File: config.mk
export PLATFORM = sky130hd
export DESIGN_NAME = keypad_entry_display
export DESIGN_NICKNAME = d
export VERILOG_FILES = /design/src/rtl/keypad_pkg.sv /design/src/rtl/key_debounce_fsm.sv /design/src/rtl/keypad_entry_display.sv
export SDC_FILE = /design/constraint.sdc
export NUM_CORES = 1
export LEC_CHECK = 0
export CORE_MARGIN = 8
export CORE_UTILIZATION = 60
export DETAILED_ROUTE_END_ITERATION = 8
export PLACE_DENSITY_LB_ADDON = 0.05
export SLEW_MARGIN = 20
export SYNTH_ARGS = -nofsm -noshare
export SYNTH_HDL_FRONTEND = slang
export SYNTH_HIERARCHICAL = 1
export SYNTH_SLANG_ARGS = --single-unit
File: constraint.sdc
create_clock -name Clock -period 3.3 [get_ports Clock]
set_clock_uncertainty 0.15 [all_clocks]
set_input_delay 0.33 -clock Clock [delete_from_list [all_inputs] [get_ports Clock]]
set_output_delay 0.33 -clock Clock [all_outputs]
set_load 0.1 [all_outputs]
File: src/rtl/keypad_pkg.sv
// Shared types and constants for the keypad entry/display slice.
package keypad_pkg;

    localparam int unsigned NUM_DIGITS = 4;
    localparam int unsigned CODE_W     = 4;
    localparam int unsigned COUNT_W    = 3;

    localparam logic [NUM_DIGITS-1:0] AN_ALL_OFF = 4'b1111;
    localparam logic [CODE_W-1:0]     CLEAR_CODE = 4'hF;

    typedef enum logic [1:0] {
        IDLE,
        PRESS_WAIT,
        HELD,
        RELEASE_WAIT
    } deb_state_t;

endpackage

File: src/rtl/key_debounce_fsm.sv
// Debounces key_valid; one registered accept strobe plus latched code per press.
module key_debounce_fsm
    import keypad_pkg::*;
#(
    parameter int unsigned DEBOUNCE_CYCLES = 4
) (
    input  logic              Clock,
    input  logic              reset,
    input  logic              key_valid,
    input  logic [CODE_W-1:0] key_code,
    output logic              accept,
    output logic [CODE_W-1:0] code
);

    localparam int unsigned      CNT_W   = $clog2(DEBOUNCE_CYCLES + 1);
    localparam logic [CNT_W-1:0] CNT_ONE = CNT_W'(1);
    localparam logic [CNT_W-1:0] CNT_TOP = CNT_W'(DEBOUNCE_CYCLES);
    localparam bit               SINGLE  = (DEBOUNCE_CYCLES <= 1);

    deb_state_t       state, state_n;
    logic [CNT_W-1:0] cnt, cnt_n, cnt_inc;
    logic             latch_c;

    always_ff @(posedge Clock or posedge reset) begin
        if (reset) begin
            state  <= IDLE;
            cnt    <= '0;
            accept <= 1'b0;
            code   <= '0;
        end else begin
            state  <= state_n;
            cnt    <= cnt_n;
            accept <= latch_c;
            if (latch_c) begin
                code <= key_code;
            end
        end
    end

    // Stable counter restarts at 1 whenever key_valid changes level.
    always_comb begin
        state_n = state;
        cnt_n   = cnt;
        latch_c = 1'b0;
        cnt_inc = cnt + CNT_ONE;
        case (state)
            IDLE: begin
                if (key_valid) begin
                    if (SINGLE) begin
                        state_n = HELD;
                        cnt_n   = '0;
                        latch_c = 1'b1;
                    end else begin
                        state_n = PRESS_WAIT;
                        cnt_n   = CNT_ONE;
                    end
                end
            end
            PRESS_WAIT: begin
                if (!key_valid) begin
                    state_n = IDLE;
                    cnt_n   = '0;
                end else if (cnt_inc >= CNT_TOP) begin
                    state_n = HELD;
                    cnt_n   = '0;
                    latch_c = 1'b1;
                end else begin
                    cnt_n = cnt_inc;
                end
            end
            HELD: begin
                if (!key_valid) begin
                    if (SINGLE) begin
                        state_n = IDLE;
                        cnt_n   = '0;
                    end else begin
                        state_n = RELEASE_WAIT;
                        cnt_n   = CNT_ONE;
                    end
                end
            end
            RELEASE_WAIT: begin
                if (key_valid) begin
                    state_n = HELD;
                    cnt_n   = '0;
                end else if (cnt_inc >= CNT_TOP) begin
                    state_n = IDLE;
                    cnt_n   = '0;
                end else begin
                    cnt_n = cnt_inc;
                end
            end
            default: begin
                state_n = IDLE;
                cnt_n   = '0;
            end
        endcase
    end

endmodule

File: src/rtl/keypad_entry_display.sv
// Keypad entry buffer and 4-digit multiplexed display driver.
// Build option KEYPAD_CLEAR_KEY_EN: accepted code F clears the buffer instead of being stored.
module keypad_entry_display
    import keypad_pkg::*;
#(
    parameter int unsigned DEBOUNCE_CYCLES = 4,
    parameter int unsigned REFRESH_DIV     = 250
) (
    input  logic                  Clock,
    input  logic                  reset,
    input  logic                  key_valid,
    input  logic [CODE_W-1:0]     key_code,
    output logic [NUM_DIGITS-1:0] AN,
    output logic [CODE_W-1:0]     digit,
    output logic                  digit_blank,
    output logic [COUNT_W-1:0]    entry_count,
    output logic                  key_accept
);

    localparam int unsigned        REF_W     = $clog2(REFRESH_DIV + 1);
    localparam int unsigned        SEL_W     = $clog2(NUM_DIGITS);
    localparam logic [REF_W-1:0]   REF_LAST  = REF_W'(REFRESH_DIV - 1);
    localparam logic [COUNT_W-1:0] COUNT_MAX = COUNT_W'(NUM_DIGITS);

    logic                                accept_strobe;
    logic [CODE_W-1:0]                   latched_code;
    logic [NUM_DIGITS-1:0][CODE_W-1:0]   digits_q, digits_n;
    logic [COUNT_W-1:0]                  count_n;
    logic [REF_W-1:0]                    refresh_cnt;
    logic [SEL_W-1:0]                    sel;

    key_debounce_fsm #(
        .DEBOUNCE_CYCLES(DEBOUNCE_CYCLES)
    ) u_debounce (
        .Clock    (Clock),
        .reset    (reset),
        .key_valid(key_valid),
        .key_code (key_code),
        .accept   (accept_strobe),
        .code     (latched_code)
    );

    // Next buffer contents and entry count on an accepted key.
    always_comb begin
        digits_n = {digits_q[NUM_DIGITS-2:0], latched_code};
        count_n  = (entry_count < COUNT_MAX) ? entry_count + COUNT_W'(1) : entry_count;
`ifdef KEYPAD_CLEAR_KEY_EN
        if (latched_code == CLEAR_CODE) begin
            digits_n = '0;
            count_n  = '0;
        end
`endif
    end

    always_ff @(posedge Clock or posedge reset) begin
        if (reset) begin
            digits_q    <= '0;
            entry_count <= '0;
            key_accept  <= 1'b0;
        end else begin
            key_accept <= accept_strobe;
            if (accept_strobe) begin
                digits_q    <= digits_n;
                entry_count <= count_n;
            end
        end
    end

    // AN, digit and blank are registered together from the same sel value.
    always_ff @(posedge Clock or posedge reset) begin
        if (reset) begin
            refresh_cnt <= '0;
            sel         <= '0;
            AN          <= AN_ALL_OFF;
            digit       <= '0;
            digit_blank <= 1'b1;
        end else begin
            if (refresh_cnt == REF_LAST) begin
                refresh_cnt <= '0;
                sel         <= sel + SEL_W'(1);
            end else begin
                refresh_cnt <= refresh_cnt + REF_W'(1);
            end
            AN          <= ~(NUM_DIGITS'(1) << sel);
            digit       <= digits_q[sel];
            digit_blank <= (COUNT_W'(sel) >= entry_count);
        end
    end

endmodule

==> flow_metrics.env, run 1 <==
export IMPL_critPathKind="flop to primary output"
export IMPL_first_global_vias=1340
export IMPL_dieHeight_um=75.19
export IMPL_end_kind="primary output"
export IMPL_drc=0
export IMPL_critical_path_slowest_cell="clkdlybuf4s50_1"
export IMPL_crit_family="buffers and inverters"
export IMPL_grt_overflow=0
export IMPL_power_leakage_nw=1.126
export IMPL_grt_usage_pct=13.34
export IMPL_initialDrtViolationCount=47
export IMPL_hold_path_class="input port to async pin"
export IMPL_r2r_start="u_debounce/cnt[0]$_DFFE_PP0P_"
export IMPL_syn_nets=167
export IMPL_drive_gt1_share_pct=28.16
export IMPL_die_area_um2=5654
export IMPL_ant_nets=0
export IMPL_coreArea_um2=3363
export IMPL_num_vias=1175
export IMPL_crit_arrival_ns=1.96
export IMPL_netlist_instances=150
export IMPL_cp_data_required_time_ns=2.82
export IMPL_area_growth_pct=15.06
export IMPL_ys_flop_type="dfrtp_1"
export IMPL_dp_cells=212
export IMPL_rr_worst_depth=4
export IMPL_drv_cap=0
export IMPL_p_per_area_nw_per_um2=708.5
export IMPL_regArea_um2=1232
export IMPL_cts_max_level=2
export IMPL_dr_pass1_iters=4
export IMPL_worstSetupStartpointType="flop"
export IMPL_fin_crit_sh_pct=74.06
export IMPL_placed_area_um2=2316
export IMPL_fill_cells=252
export IMPL_rows=21
export IMPL_grt_pass1_wl_um=5685
export IMPL_period_needed_ns=2.444
export IMPL_yosysSeqAreaShare_pct=58.63
export IMPL_cts_buffers=5
export IMPL_worst_pin_slew_ns=0.9752
export IMPL_multi_input_area_um2=795.8
export IMPL_worstReg2RegEnd="u_debounce/code[3]$_DFFE_PP0P_"
export IMPL_finalSetupViolCount=0
export IMPL_ir_drop_mv=0.4117
export IMPL_hold_violations=0
export IMPL_synth_cell_types=31
export IMPL_clk_latency_ns=0.36
export IMPL_instances_no_fill=220
export IMPL_syn_avg_cell_area_um2=14.01
export IMPL_gp_congestion=0.7487
export IMPL_post_synth_instance_area_um2=2102
export IMPL_wl_per_cell_um=14.57
export IMPL_initial_utilization_pct=62.50
export IMPL_viasPerCell=5.341
export IMPL_rrSetupSlack_ns=1.41
export IMPL_clock_fmax_ghz=0.4092
export IMPL_die_x_um=75.19
export IMPL_hold_buffers=0
export IMPL_dp_hpwl_um=2418
export IMPL_routed_wl_um=3206
export IMPL_synth_area_leaders="dfrtp_1 (52%), mux2_2 (9.6%), dfstp_2 (6.3%)"
export IMPL_yosysTopAreaCell="dfrtp_1"
export IMPL_clock_sinks=49
export IMPL_clockBufferDepth=2
export IMPL_post_cts_buffers=0
export IMPL_final_core_util_pct=71.91
export IMPL_path_buf_inv=1
export IMPL_async_flop_share_pct=100.0
export IMPL_outcome="finished, final reports clean"
export IMPL_num_io_pins=20
export IMPL_crit_path_max_fanout=4
export IMPL_setup_tns_ns=0
export IMPL_max_stage_delay_ns=1.17
export IMPL_clkTransAtPathRegs_ns=0.13
export IMPL_cts_root_buf="clkbuf_4"
export IMPL_drv_slew=0
export IMPL_grt_max_degree=40
export IMPL_portBuffers=19
export IMPL_netlist_area_leader_share_pct=52.38
export IMPL_rsz0062_at_grt="no"
export IMPL_fin_area_um2=2419
export IMPL_num_antenna_cells=0
export IMPL_fin_nets=190
export IMPL_maxSlewHeadroom_pct=34.78
export IMPL_ctsResizeCount=0
export IMPL_tritoncts="built"
export IMPL_ys_warnings_count=6
export IMPL_synth_edf_count=0
export IMPL_ys_ff_latch=49
export IMPL_path_cells="clkdlybuf4s50_1"
export IMPL_antenna_found_initial=0
metal layers:
layer,vias up,share of wire [%],track usage (%)
met5,-,0,0
met4,0,1.5,6.397
met3,4,4.2,2.796
met2,20,53,23.99
met1,596,41,14.51
li1,555,-,-
report_power, final:
part,leakage [nW],switching (W),internal [W]
Sequential,0.638,0.0000801,0.000706
Clock,0.0552,0.000176,0.000235
Combinational,0.433,0.000333,0.000184
sequential cells by signal, summed over array words and instances (netlist names), 2 cells and up, named ones only:
signal and flops:
u_debounce/code 4, u_debounce/cnt 3, digit 4, AN 4
entry_count 3, refresh_cnt 8, sel 2, digits_q 4
digits_n 12
cells in the final DEF (no fill, tap or decap), types with 2 or more instances in the layout:
cell type,Yosys,routed
ha_1,10,10
xnor2_1,4,4
inv_1,12,12
clkdlybuf4s50_1,0,14
or3_1,3,3
bufinv_16,0,2
dfstp_2,5,5
nand2b_1,3,3
nand2_1,6,6
nand3_1,4,4
nor2_1,6,6
dfrtp_1,44,44
mux2_2,18,18
clkbuf_4,0,5
mux2_4,5,5
mux4_2,4,4
xor2_1,4,4
a21oi_1,4,4
buf_4,1,6
o21ai_0,3,3
cell usage after synthesis, types with 3 or more instances:
| master | instances |
|---|---|
| mux4_2 | 4 |
| xor2_1 | 4 |
| ha_1 | 10 |
| nor2_1 | 6 |
| mux2_2 | 18 |
| dfstp_2 | 5 |
| a21oi_1 | 4 |
| nand2_1 | 6 |
| dfrtp_1 | 44 |
| inv_1 | 12 |
| xnor2_1 | 4 |
| or3_1 | 3 |
| nand2b_1 | 3 |
| o21ai_0 | 3 |
| mux2_4 | 5 |
| nand3_1 | 4 |
cell families after synthesis:
kind of cell / after synthesis / synth area share [%]
flops: 49 / 58.63
simple gates: 30 / 8.333
mux: 27 / 17.50
buf+inv: 16 / 3.511
compound gates: 10 / 2.738
fa+ha+maj: 10 / 5.952
xor+xnor: 8 / 3.333
area by class of cell:
| class | instances | share of cell area, % |
|---|---|---|
| Timing Repair Buffer | 20 | 7.657 |
| Clock inverter | 3 | 2.690 |
| Sequential cell | 49 | 50.96 |
| Multi-Input combinational cell | 85 | 32.90 |
| Clock buffer | 5 | 1.552 |
| Tap cell | 46 | 2.380 |
| Inverter | 12 | 1.862 |
worst max path at each step:
stage | from | endpoint | slack (ns) | depth (start not counted)
2_1_floorplan | entry_count[0]$_DFFE_PP0P_ | digit_blank$_DFF_PP1_ | 1.43 | 4
3_3_place_gp | entry_count[0]$_DFFE_PP0P_ | entry_count[0] | 1.29 | 1
3_5_place_dp | entry_count[0]$_DFFE_PP0P_ | entry_count[0] | 1.25 | 1
4_1_cts | entry_count[0]$_DFFE_PP0P_ | entry_count[0] | 0.83 | 1
5_1_grt | entry_count[0]$_DFFE_PP0P_ | entry_count[0] | 0.81 | 1
6_report | entry_count[0]$_DFFE_PP0P_ | entry_count[0] | 0.86 | 1
metrics by stage:
| step | power (W) | hold WS (ns) | setup WS [ns] |
|---|---|---|---|
| global placement | 0.001294 | 0.2694 | 1.290 |
| floorplan | 0.001191 | 0.02018 | 1.428 |
| finish | 0.001714 | 0.1177 | 0.8561 |
| detailed placement | 0.001319 | 0.3115 | 1.251 |
| CTS | 0.001731 | 0.1147 | 0.8340 |
| global route | 0.001790 | 0.1444 | 0.8058 |
Note: power is estimated with default switching activity, not from simulation.
==> run 2, diff against run 1 <==
--- a/config.mk
+++ b/config.mk
@@ -6,7 +6,7 @@
 export NUM_CORES = 1
 export LEC_CHECK = 0
 export CORE_MARGIN = 8
-export CORE_UTILIZATION = 60
+export CORE_UTILIZATION = 50
 export DETAILED_ROUTE_END_ITERATION = 8
 export PLACE_DENSITY_LB_ADDON = 0.05
 export SLEW_MARGIN = 20
==> constraint.sdc (replaced) <==
create_clock -name Clock -period 2.1 [get_ports Clock]
set_clock_uncertainty 0.15 [all_clocks]
set_input_delay 0.21 -clock Clock [delete_from_list [all_inputs] [get_ports Clock]]
set_output_delay 0.21 -clock Clock [all_outputs]
set_load 0.1 [all_outputs]
==> flow_metrics.env, run 2 (synthesis gave the netlist of run 1 again) <==
export IMPL_outcome="finished, final reports clean"
export IMPL_first_global_vias=1273
export IMPL_ir_drop_mv=0.6033
export IMPL_finalSetupViolCount=0
export IMPL_mostFrequentLayoutCells="dfrtp_1 (44), mux2_2 (18), buf_4 (17)"
export IMPL_p_per_area_nw_per_um2=1058
export IMPL_multi_input_area_um2=795.8
export IMPL_coreArea_um2=4029
export IMPL_clock_sinks=49
export IMPL_rrSetupSlack_ns=0.21
export IMPL_initialDrtViolationCount=35
export IMPL_r2r_start="u_debounce/cnt[0]$_DFFE_PP0P_"
export IMPL_regArea_um2=1232
export IMPL_num_io_pins=20
export IMPL_dieHeight_um=80.84
export IMPL_ant_nets=0
export IMPL_fin_nets=193
export IMPL_antenna_found_initial=0
export IMPL_path_cells="ha_1 > xor2_1 > and4b_1 > mux2_4"
export IMPL_maxSlewHeadroom_pct=68.97
export IMPL_rows=23
export IMPL_hold_violations=0
export IMPL_setup_tns_ns=0
export IMPL_cp_data_required_time_ns=2.12
export IMPL_fin_crit_sh_pct=90.19
export IMPL_crit_path_max_fanout=5
export IMPL_rr_worst_depth=4
export IMPL_clockBufferDepth=2
export IMPL_drv_slew=0
export IMPL_largest_reg_flops=12
export IMPL_clk_latency_ns=0.29
export IMPL_worstReg2RegEnd="u_debounce/code[2]$_DFFE_PP0P_"
export IMPL_path_buf_inv=0
export IMPL_num_antenna_cells=0
export IMPL_hold_buffers=0
export IMPL_tritoncts="built"
export IMPL_portBuffers=19
export IMPL_fill_cells=325
export IMPL_placed_area_um2=2323
export IMPL_viasPerCell=5.194
export IMPL_post_cts_buffers=0
export IMPL_pre_cts_ws_ns=0.2241
export IMPL_cts_max_level=2
export IMPL_wl_per_cell_um=14.16
export IMPL_drc=0
export IMPL_drive_gt1_share_pct=33.33
export IMPL_grt_usage_pct=11.45
export IMPL_routed_wl_um=3214
export IMPL_dp_hpwl_um=2411
export IMPL_gp_congestion=0.8271
export IMPL_die_area_um2=6535
export IMPL_final_core_util_pct=59.72
export IMPL_grt_overflow=0
export IMPL_grt_max_degree=40
export IMPL_crit_arrival_ns=1.92
export IMPL_clkTransAtPathRegs_ns=0.09
export IMPL_final_common_cell="dfrtp_1"
export IMPL_critPathKind="flop to flop"
export IMPL_critical_path_slowest_cell="and4b_1"
export IMPL_worst_hold_slack_ns=0.08652
export IMPL_crit_family="simple AND/OR/NAND/NOR gates"
export IMPL_power_leakage_nw=1.147
export IMPL_dr_pass1_iters=4
export IMPL_period_needed_ns=1.894
export IMPL_initial_utilization_pct=52.17
export IMPL_hold_path_class="input port to async pin"
export IMPL_grt_pass1_wl_um=5823
export IMPL_area_growth_pct=14.46
export IMPL_rsz0062_at_grt="no"
export IMPL_fin_area_um2=2406
export IMPL_worst_pin_slew_ns=0.4655
export IMPL_startpoint="u_debounce/cnt[0]$_DFFE_PP0P_"
export IMPL_ctsResizeCount=0
export IMPL_worstSetupStartpointType="flop"
export IMPL_cts_root_buf="clkbuf_8"
export IMPL_max_stage_delay_ns=0.42
export IMPL_cts_buffers=5
export IMPL_setup_ws_ns=0.2059
export IMPL_end_kind="flop"
export IMPL_clock_fmax_ghz=0.5280
export IMPL_drv_cap=0
export IMPL_die_x_um=80.84
export IMPL_num_vias=1179
-- run 2: per-stage QoR --
stage	total power [W]	cells
2_1_floorplan	0.001872	150
3_3_place_gp	0.002028	219
3_5_place_dp	0.002067	219
4_1_cts	0.002587	227
5_1_grt	0.002696	227
6_report	0.002547	227
-- run 2: worst reg2reg max path: cells and delay by family (launching register included) --
family	cells	cell delay, ns
xor gates and xnor gates	1	0.26
adders and majority gates	1	0.22
DFF	1	0.41
muxes	1	0.34
and+or+nand+nor	1	0.42
-- run 2: area by class of cell --
cell class | instances | share of cell area (%)
repair buffers | 23 | 7.800
clock inverters | 2 | 0.4160
flip-flops and latches | 49 | 51.22
well taps | 50 | 2.600
inverters | 12 | 1.872
clock buffers | 6 | 3.016
multi-input cells | 85 | 33.07
-- run 2: worst max path at each step --
| stage | to | slack (ns) | depth (start not counted) |
|---|---|---|---|
| floorplan | digit_blank$_DFF_PP1_ | 0.23 | 4 |
| global placement | u_debounce/code[2]$_DFFE_PP0P_ | 0.31 | 4 |
| detailed placement | u_debounce/code[2]$_DFFE_PP0P_ | 0.22 | 4 |
| CTS | u_debounce/code[2]$_DFFE_PP0P_ | 0.21 | 4 |
| global route | u_debounce/code[2]$_DFFE_PP0P_ | 0.15 | 4 |
| finish | u_debounce/code[2]$_DFFE_PP0P_ | 0.21 | 4 |
-- run 2: routing by layer --
| metal | up-vias | part of all wire (%) | track usage [%] |
|---|---|---|---|
| met5 | - | 0 | 0 |
| met4 | 0 | 1.4 | 4.286 |
| met2 | 16 | 53 | 20.53 |
| li1 | 564 | - | - |
| met3 | 6 | 5.5 | 3.974 |
| met1 | 593 | 41 | 12.11 |
-- run 2: report_power, final --
group | switching (W) | leakage (nW) | total, W | internal [W]
registers | 0.000121 | 0.638 | 0.00123 | 0.00111
logic | 0.000527 | 0.464 | 0.000802 | 0.000275
clock network | 0.000283 | 0.0450 | 0.000514 | 0.000231
